<file path="src/rtl/enc_block_assembler.sv">
// Packs a tagged byte stream into 128-bit messages and hands each one to the
// XTEA core as two 64-bit blocks (high half first) over a valid/ready link.
module enc_block_assembler #(
   parameter int TAG_CHECK = 1
) (
   input  logic        clk,
   input  logic        reset,
   input  logic [9:0]  data_in,
   input  logic        req,
   output logic [63:0] blk_out,
   output logic        blk_valid,
   input  logic        blk_ready,
   output logic        blk_last,
   output logic        tag_err,
   output logic        ovf_err,
   output logic [7:0]  blk_count
);

   typedef enum logic [1:0] {IDLE, SEND_HI, SEND_LO} state_t;

   state_t         state_q, state_d;
   logic [3:0]     byte_cnt_q, byte_cnt_d;
   logic [127:0]   asm_q, asm_d;
   logic [127:0]   buf_q, buf_d;
   logic [63:0]    blk_out_q, blk_out_d;
   logic           blk_valid_q, blk_valid_d;
   logic           blk_last_q, blk_last_d;
   logic           tag_err_q, tag_err_d;
   logic           ovf_err_q, ovf_err_d;
   logic [7:0]     blk_count_q, blk_count_d;

   logic           tag_ok;
   logic           complete;
   logic           lo_handshake;
   logic           transfer;
   logic [6:0]     byte_idx;

   // Byte k lands at bit 127-8k, which is simply {~k, 3'b111}.
   assign byte_idx     = {~byte_cnt_q, 3'b111};
   assign tag_ok       = (TAG_CHECK == 0) || (data_in[9:8] == byte_cnt_q[1:0]);
   assign lo_handshake = (state_q == SEND_LO) && blk_ready;

   always_comb begin
      // NOTE: every variable gets a default before any branch, so no path can leave one unassigned and infer a latch.
      asm_d      = asm_q;
      byte_cnt_d = byte_cnt_q;
      tag_err_d  = tag_err_q;
      complete   = 1'b0;

      if (req) begin
         if (tag_ok) begin
            asm_d[byte_idx -: 8] = data_in[7:0];
            byte_cnt_d           = byte_cnt_q + 4'd1;
            complete             = (byte_cnt_q == 4'd15);
         end else begin
            tag_err_d = 1'b1;
            if (data_in[9:8] == 2'b00) begin
               asm_d[127 -: 8] = data_in[7:0];
               byte_cnt_d      = 4'd1;
            end else begin
               byte_cnt_d = 4'd0;
            end
         end
      end

      // A finished message can only be taken when the buffer is free or freeing this very edge.
      transfer  = complete && ((state_q == IDLE) || lo_handshake);
      ovf_err_d = ovf_err_q || (complete && !transfer);

      state_d     = state_q;
      buf_d       = transfer ? asm_d : buf_q;
      blk_count_d = blk_count_q;
      unique case (state_q)
         IDLE:    if (transfer)  state_d = SEND_HI;
         SEND_HI: if (blk_ready) state_d = SEND_LO;
         SEND_LO: if (blk_ready) begin
            state_d     = transfer ? SEND_HI : IDLE;
            blk_count_d = blk_count_q + 8'd1;
         end
         default: state_d = IDLE;
      endcase

      blk_valid_d = (state_d != IDLE);
      blk_last_d  = (state_d == SEND_LO);
      unique case (state_d)
         SEND_HI: blk_out_d = buf_d[127:64];
         SEND_LO: blk_out_d = buf_d[63:0];
         default: blk_out_d = blk_out_q;
      endcase
   end

   // NOTE: state registers use non-blocking assignments so every flop samples the pre-edge values of the others.
   always_ff @(posedge clk) begin
      if (reset) begin
         state_q     <= IDLE;
         byte_cnt_q  <= '0;
         asm_q       <= '0;
         buf_q       <= '0;
         blk_out_q   <= '0;
         blk_valid_q <= 1'b0;
         blk_last_q  <= 1'b0;
         tag_err_q   <= 1'b0;
         ovf_err_q   <= 1'b0;
         blk_count_q <= '0;
      end else begin
         state_q     <= state_d;
         byte_cnt_q  <= byte_cnt_d;
         asm_q       <= asm_d;
         buf_q       <= buf_d;
         blk_out_q   <= blk_out_d;
         blk_valid_q <= blk_valid_d;
         blk_last_q  <= blk_last_d;
         tag_err_q   <= tag_err_d;
         ovf_err_q   <= ovf_err_d;
         blk_count_q <= blk_count_d;
      end
   end

   assign blk_out   = blk_out_q;
   assign blk_valid = blk_valid_q;
   assign blk_last  = blk_last_q;
   assign tag_err   = tag_err_q;
   assign ovf_err   = ovf_err_q;
   assign blk_count = blk_count_q;

endmodule

</file>
<file path="config.mk">
export PLATFORM = sky130hd
export DESIGN_NAME = enc_block_assembler
export DESIGN_NICKNAME = d
export VERILOG_FILES = /design/src/rtl/enc_block_assembler.sv
export SDC_FILE = /design/constraint.sdc
export NUM_CORES = 1
export LEC_CHECK = 0
export BUFFER_PORTS_ARGS = -buffer_cell sky130_fd_sc_hd__buf_4
export CAP_MARGIN = 20
export CORE_UTILIZATION = 25
export DETAILED_ROUTE_END_ITERATION = 10
export HOLD_SLACK_MARGIN = 0.05
export RECOVER_POWER = 100
export SLEW_MARGIN = 10
export SYNTH_ARGS = -nofsm -noshare
export SYNTH_HDL_FRONTEND = slang
export SYNTH_SLANG_ARGS = --single-unit
</file>
<file path="constraint.sdc">
create_clock -name clk -period 7.05 [get_ports clk]
set_input_delay 0.705 -clock clk [delete_from_list [all_inputs] [get_ports clk]]
set_output_delay 0.705 -clock clk [all_outputs]
set_load 0.05 [all_outputs]
</file>
==> run_results.csv, run 1 <==
group,metric,value,unit
global_route,met3_usage,2.15,%
clock_tree,clk_pin_slew,60,ps
yosys,syn-cell-area,14300,sq um
floorplanning,core_area,56400,sq um
setup_path,crit_type,"register to register",
timing,tightest_slew,4810,ps
global_route,overflow,0,
clock_tree,cts_buffers,38,
timing,relSlewSlack,-221,%
drt,routed_wl,42300,um
pwr,powerDensity,242,nW/um^2
global_route,track_usage,14.5,%
cells_and_area,final_nets,1621,
outcome,status,"finished, violations left",
timing,layout_setup_ws,1780,ps
setup_path,slowest_stage,"nor4_1",
yosys,ys_seq_elements,338,
global_route,antenna_found_initial,1,
timing,finalSetupViolations,0,
yosys,synth_cell_type_count,57,
yosys,synth_nets,1619,
drt,avgViaCountPerCell,4.97,
drt,vias,11800,
cells_and_area,final_cell_mix,"dfxtp_1, nor2_1, a21oi_1",
global_route,grt_pass1_vias,11300,
global_route,gr-max-usage-layer,"met2",
place,place.gp.congestion,0.765,
cells_and_area,area_growth_syn_to_layout,14.7,%
timing,min_period,5270,ps
floorplanning,num_rows,87,
pwr,p_leak,0.00602,uW
place,port_buffers,89,
setup_path,cp.arrival,5460,ps
pwr,ir_drop,0.000138,V
floorplanning,num_io_pins,90,
place,place_ws,2990,ps
floorplanning,dieArea,58000,sq um
timing,finalCritPeriodShare,74.8,%
drt,drt-initial-drc-count,935,
yosys,synth_edf_count,0,
timing,slew_viol_final,401,
clock_tree,cts_setup_buffers,0,
clock_tree,cts.repair.resized,0,
worst_hold_path,min-delay-start,"buf_q[126]",
setup_path,r2r_start,"byte_cnt_q[0]",
timing,finClkSkew,22.7,ps
setup_path,required,7240,ps
setup_path,startpoint,"byte_cnt_q[0]",
setup_path,cp_top_family,"simple AND/OR/NAND/NOR gates",
outcome,violations,"max-capacitance violations, max-slew violations",
setup_path,max_stage_delay,1990,ps
yosys,yosysWarnings,0,
yosys,synthFlopType,"dfxtp_1",
clock_tree,clock_path_buffers,3,
timing,fin_tns_setup,0,ps
clock_tree,worst_skew_pair.late_latency,540,ps
yosys,yosysTopAreaCell,"dfxtp_1",
clock_tree,cts_hold_buf,0,
setup_path,cp_cell_sequence,"xor2_1, clkbuf_1, nor4_1, nor2b_1, o211ai_1, a311oi_1",
clock_tree,root_buffer,"clkbuf_16",
yosys,ys_seq_area_share,47.5,%
setup_path,start_kind,"register",
yosys,synth_top_area_share,47.5,%
timing,hold_viol,0,
worst_hold_path,hp-class,"register to register",
yosys,async_reset_ff_share,0,%
global_route,grtUsageMet2,23.6,%
setup_path,path_buf_inv,1,
place,dp_hpwl,26100,um
clock_tree,cts.htree.levels,2,
clock_tree,tritoncts,"done",
drt,wl_per_cell,17.8,um
timing,rsz0062_at_grt,"no",
cells_and_area,layout-drive-gt1-share,7.16,%
global_route,grt_pass1_wl,66100,um
timing,clock.fmax,190,MHz
drt,firstDrtPassIters,5,
floorplanning,die_y,241,um
cells_and_area,fillerInstances,6049,
drt,drc,0,
yosys,yosys-top-cells-area,"dfxtp_1, nor2_1, a21oi_1",
cells_and_area,final_common_cell,"dfxtp_1",
yosys,post_synth.cell_area_avg,8.93,sq um
floorplanning,fp.dieW,241,um
floorplanning,start_util,25.3,%
clock_tree,cts_num_sinks,338,
flow_run,drv_cap,5,
yosys,syn_inst,1596,
setup_path,critical_path.max_fanout,28,
global_route,use_met1,19.6,%
pwr,power.total,3960,uW
setup_path,end_kind,"register",
drt,antenna_left,0,
global_route,grt_max_degree,233,
metal layers:
layer	share of wire [%]	routed length, um
met3	5.0	2110
met4	2.5	1080
met1	46	19500
met5	0.031	13
met2	46	19500
power by group:
group / internal [uW] / leakage, uW / switching (uW)
Combinational: 21.3 / 0.00270 / 86.3
Clock: 1150 / 0.000599 / 782
Sequential: 1910 / 0.00272 / 3.89
worst min-delay path: cells and delay by family, from the launching register on:
family / cells / cell delay, ps
flip-flops: 1 / 310
AND/OR/NAND/NOR: 1 / 50
AO/OA/AOI/OAI: 1 / 50
registers in the layout, summed over array words and instances, names as in the netlist:
register    cells
asm_q         128
blk_count       8
blk_last        1
blk_out        64
blk_valid       1
buf_q         128
byte_cnt_q      4
ovf_err         1
state_q         2
tag_err         1
final timing paths:
kind | endpoint | slack [ps] | cells after the start
max | blk_out[19] | 1780 | 6
min | buf_q[126] | 450 | 2
max reg2reg | blk_out[19] | 1780 | 6
min reg2reg | buf_q[126] | 450 | 2
through the flow:
| stage | hold WS (ps) | utilization [%] | area, sq um | std cells |
|---|---|---|---|---|
| after floorplan | 430 | - | 14300 | 1596 |
| after global placement | 441 | 27.4 | 15500 | 2313 |
| after detailed placement | 446 | 27.4 | 15500 | 2313 |
| after CTS | 454 | 29.6 | 16700 | 2375 |
| after global routing | 477 | 29.0 | 16300 | 2376 |
| final | 452 | 29.0 | 16300 | 2377 |
kinds of logic after synthesis:
group	share of synthesized area, %
buffers and inverters	5.41
AO/OA/AOI/OAI	24.5
flip-flops	47.5
AND/OR/NAND/NOR	16.4
adder cells (fa/ha/maj)	0.790
multiplexers	4.61
XOR/XNOR	0.781
synth_stat cells, types with 20 or more instances:
cell and n:
dfxtp_1 338, clkbuf_1 111, nand2_1 79, a311oi_1 21
o31ai_1 20, mux2i_1 42, inv_1 40, a211o_1 36
nand4_1 47, a21oi_1 125, o211ai_1 38, nor2_1 241
a211oi_1 71, o21bai_1 37, a21o_1 49, a22oi_1 30
nor3b_1 21, o21ai_0 52
layout make-up:
type / count / area, sq um / share of cell area (%)
inverters: 41 / 154 / 0.941
clock inverters: 7 / 85.1 / 0.520
flip-flops and latches: 338 / 6770 / 41.4
multi-input cells: 1070 / 6740 / 41.2
repair buffers: 109 / 518 / 3.17
clock buffers: 55 / 1140 / 6.95
diodes: 1 / 2.50 / 0.0153
well taps: 756 / 946 / 5.79
Note: power is estimated with default switching activity, not from simulation.
==> inputs of run 2 (changes only) <==
- clock period: 7.05 -> 4.6 ns (I/O delays scaled with it)
==> run_results.csv, run 2 (synthesis results as in run 1) <==
group,metric,value,unit
drt,routed_wl,42800,um
global_route,antenna_found_initial,1,
clock_tree,worst_skew_pair.late_latency,550,ps
timing,fin_tns_setup,0,ps
pwr,powerDensity,370,nW/um^2
global_route,grt_pass1_wl,66800,um
floorplanning,die_y,241,um
floorplanning,num_io_pins,90,
timing,slew_viol_final,172,
timing,rsz0062_at_grt,"no",
drt,wl_per_cell,17.9,um
drt,firstDrtPassIters,5,
global_route,grt_pass1_vias,11300,
floorplanning,core_area,56400,sq um
outcome,status,"finished, violations left",
cells_and_area,final_cell_mix,"dfxtp_1, nor2_1, a21oi_1",
drt,drt-initial-drc-count,871,
clock_tree,clock_path_buffers,3,
place,place.gp.congestion,0.774,
global_route,grt_max_degree,130,
drt,avgViaCountPerCell,5.01,
setup_path,crit_type,"register to register",
cells_and_area,layout-drive-gt1-share,6.81,%
floorplanning,num_rows,87,
clock_tree,cts.repair.resized,0,
timing,hold_viol,0,
cells_and_area,diodes,0,
floorplanning,fp.dieW,241,um
clock_tree,cts_num_sinks,338,
timing,relSlewSlack,-80.8,%
clock_tree,cts_setup_buffers,0,
worst_hold_path,hp-class,"input port to register",
floorplanning,dieArea,58000,sq um
timing,clock.fmax,254,MHz
clock_tree,cts_buffers,37,
timing,layout_setup_ws,666,ps
pwr,ir_drop,0.000233,V
setup_path,critical_path.max_fanout,41,
setup_path,start_kind,"register",
setup_path,required,5020,ps
clock_tree,cts.htree.levels,2,
pwr,p_leak,0.00606,uW
timing,whs,298,ps
place,place_ws,1040,ps
timing,finalSetupViolations,0,
cells_and_area,final_nets,1628,
place,port_buffers,89,
place,dp_hpwl,26900,um
clock_tree,clk_pin_slew,60,ps
pwr,power.total,6080,uW
drt,antenna_left,0,
cells_and_area,area_growth_syn_to_layout,15.1,%
timing,finClkSkew,11.6,ps
floorplanning,start_util,25.3,%
setup_path,end_kind,"register",
drt,drc,0,
setup_path,cp.arrival,4360,ps
clock_tree,cts_hold_buf,0,
clock_tree,tritoncts,"done",
drt,vias,12000,
timing,min_period,3930,ps
outcome,violations,"max-capacitance violations, max-slew violations",
timing,tightest_slew,2710,ps
global_route,overflow,0,
cells_and_area,fillerInstances,5972,
cells_and_area,final_common_cell,"dfxtp_1",
flow_run,drv_cap,2,
global_route,track_usage,14.7,%
clock_tree,root_buffer,"clkbuf_16",
timing,finalCritPeriodShare,85.5,%
[run 2: cell count changes in the layout (fill, tap and decap cells not counted), moves of 4 or more]
cell	delta
and2_0	+8
and2_1	-8
buf_4	+4
clkbuf_8	-7
clkinv_2	+4
mux2_1	+9
mux2_2	-9
[run 2: final cells by class]
class / instances / area, sq um / share of cell area [%]
flip-flops and latches: 338 / 6770 / 41.3
multi-input cells: 1070 / 6730 / 41.0
clock buffers: 49 / 1040 / 6.36
well taps: 756 / 946 / 5.77
repair buffers: 117 / 611 / 3.72
clock inverters: 14 / 156 / 0.953
inverters: 41 / 154 / 0.938
[run 2: metal layers]
layer / global-route usage (%) / routed length [um] / up-vias
met5: 0 / 12 / -
met4: 3.99 / 876 / 2
met3: 2.91 / 2340 / 57
met2: 23.8 / 19900 / 327
met1: 19.9 / 19600 / 5828
li1: - / - / 5743
[run 2: final timing paths]
check	end	depth (start not counted)	start	slack (ps)
setup / recovery	blk_out[9]	8	byte_cnt_q[0]	670
hold / removal	asm_q[69]	3	data_in[5]	300
setup reg to reg	blk_out[9]	8	byte_cnt_q[0]	670
hold reg to reg	buf_q[125]	2	buf_q[125]	450
[run 2: per-stage QoR]
step                      util, %  area, sq um  std cells
after detailed placement     27.6        15600       2322
after global routing         29.1        16400       2385
after CTS                    29.7        16800       2385
final                        29.1        16400       2385
after global placement       27.6        15500       2320
after floorplan                 -        14300       1596
[run 2: where the power goes]
group | internal [uW] | switching (uW) | leakage (uW) | total [uW]
registers | 2930 | 6.34 | 0.00272 | 2940
clock network | 1760 | 1210 | 0.000585 | 2970
logic | 35.7 | 133 | 0.00275 | 168
[run 2: critical path, stage by stage (launching register included)]
cell and delay [ps]:
dfxtp_1 1040, ha_1 350, nand4_1 130, nor3_1 530
o211ai_1 290, ha_4 520, buf_4 550, nor2_1 120
a311oi_1 260
==> inputs of run 3 (changes only) <==
- REMOVE_ABC_BUFFERS: not set -> 1
- clock period: 4.6 -> 3.4 ns (I/O delays scaled with it)
==> run_results.csv, run 3 (synthesis results as in run 1) <==
group,metric,value,unit
outcome,status,"completed",
floorplanning,num_io_pins,90,
floorplanning,fp.dieW,241,um
cells_and_area,fin_util,29.6,%
drt,drc,0,
timing,finClkSkew,19.5,ps
setup_path,cp.arrival,3480,ps
global_route,met3_usage,2.62,%
place,place.gp.congestion,0.779,
drt,wl_per_cell,18.0,um
drt,routed_wl,43300,um
clock_tree,cts.repair.resized,0,
floorplanning,start_util,25.3,%
clock_tree,cts_setup_buffers,0,
global_route,use_met1,19.9,%
timing,tightest_slew,1100,ps
clock_tree,cts.htree.levels,2,
worst_hold_path,hp-class,"input port to register",
timing,rsz0062_at_grt,"no",
drt,antenna_left,0,
timing,hold_viol,0,
cells_and_area,area_growth_syn_to_layout,17.1,%
floorplanning,num_rows,87,
global_route,grt_pass1_vias,11600,
floorplanning,die_y,241,um
place,port_buffers,89,
pwr,powerDensity,508,nW/um^2
clock_tree,cts_buffers,39,
cells_and_area,final_common_cell,"dfxtp_1",
timing,finalSetupViolations,0,
cells_and_area,final_cell_mix,"dfxtp_1, nor2_1, a21oi_1",
global_route,gr-max-usage-layer,"met2",
timing,relSlewSlack,26.0,%
setup_path,required,3850,ps
timing,whs,154,ps
setup_path,end_kind,"register",
setup_path,critical_path.max_fanout,107,
setup_path,crit_type,"register to register",
timing,slew_viol_final,0,
flow_run,drv_cap,0,
clock_tree,root_buffer,"clkbuf_16",
drt,firstDrtPassIters,5,
pwr,p_leak,0.00620,uW
cells_and_area,final_nets,1647,
timing,min_period,3040,ps
global_route,grt_max_degree,108,
clock_tree,clock_path_buffers,3,
timing,fin_tns_setup,0,ps
global_route,overflow,0,
timing,clock.fmax,329,MHz
global_route,track_usage,14.8,%
place,dp_hpwl,27300,um
cells_and_area,layout-drive-gt1-share,7.93,%
clock_tree,clk_pin_slew,60,ps
floorplanning,core_area,56400,sq um
floorplanning,dieArea,58000,sq um
global_route,grt_pass1_wl,67500,um
place,dp.cells,2339,
global_route,antenna_found_initial,1,
drt,drt-initial-drc-count,921,
global_route,grtUsageMet2,24.1,%
drt,vias,12100,
drt,avgViaCountPerCell,5.02,
clock_tree,tritoncts,"done",
cells_and_area,stdcell_count,2408,
cells_and_area,diodes,0,
clock_tree,cts_num_sinks,338,
pwr,ir_drop,0.000287,V
clock_tree,cts_hold_buf,0,
setup_path,start_kind,"register",
timing,finalCritPeriodShare,89.3,%
clock_tree,worst_skew_pair.late_latency,550,ps
run 3: changes by cell type in the layout (fill, tap and decap cells not counted), sizes merged:
cell and change:
bufinv -1, clkinv -2, clkinvlp -1, clkbuf +12, buf +15
run 3: path summary, 6_finish.rpt:
path	startpoint	cells past startpoint	slack, ps	end
setup / recovery	byte_cnt_q[1]	8	360	blk_out[23]
hold / removal	data_in[5]	3	150	asm_q[69]
setup reg to reg	byte_cnt_q[1]	8	360	blk_out[23]
hold reg to reg	buf_q[122]	2	460	buf_q[122]
run 3: critical path, stage by stage, from the launching register on:
cell and delay [ps]:
dfxtp_1 490, ha_1 260, nand4_1 180, nor3_4 280, buf_12 480, nand2_4 310
buf_4 400, o21a_1 270, a211oi_1 230
run 3: metrics by stage:
stage          setup slack [ps]  total power (uW)  area, sq um
2_1_floorplan             -3710              4130        13600
3_3_place_gp                484              4300        15700
3_5_place_dp                387              4300        15700
4_1_cts                     373              8580        17100
5_1_grt                     141              8750        16700
6_report                    364              8470        16700
run 3: area by class of cell:
class                           count  area (sq um)
Fill cell                        5980         39700
Sequential cell                   338          6770
Multi-Input combinational cell   1070          6740
Clock buffer                       59          1190
Tap cell                          756           946
Timing Repair Buffer              134           769
Inverter                           41           154
Clock inverter                     10           120
run 3: report_power, final:
part           internal, uW  total (uW)  switching (uW)  leakage [uW]
clock                  2570        4260            1690      0.000643
combinational          57.1         240             183       0.00284
sequential             3970        3970            4.68       0.00272
run 3: per-layer routing:
metal | share of wire (%) | wire, um
met1 | 46 | 19900
met5 | 0.039 | 17
met3 | 5.3 | 2280
met2 | 46 | 20200
met4 | 2.2 | 948
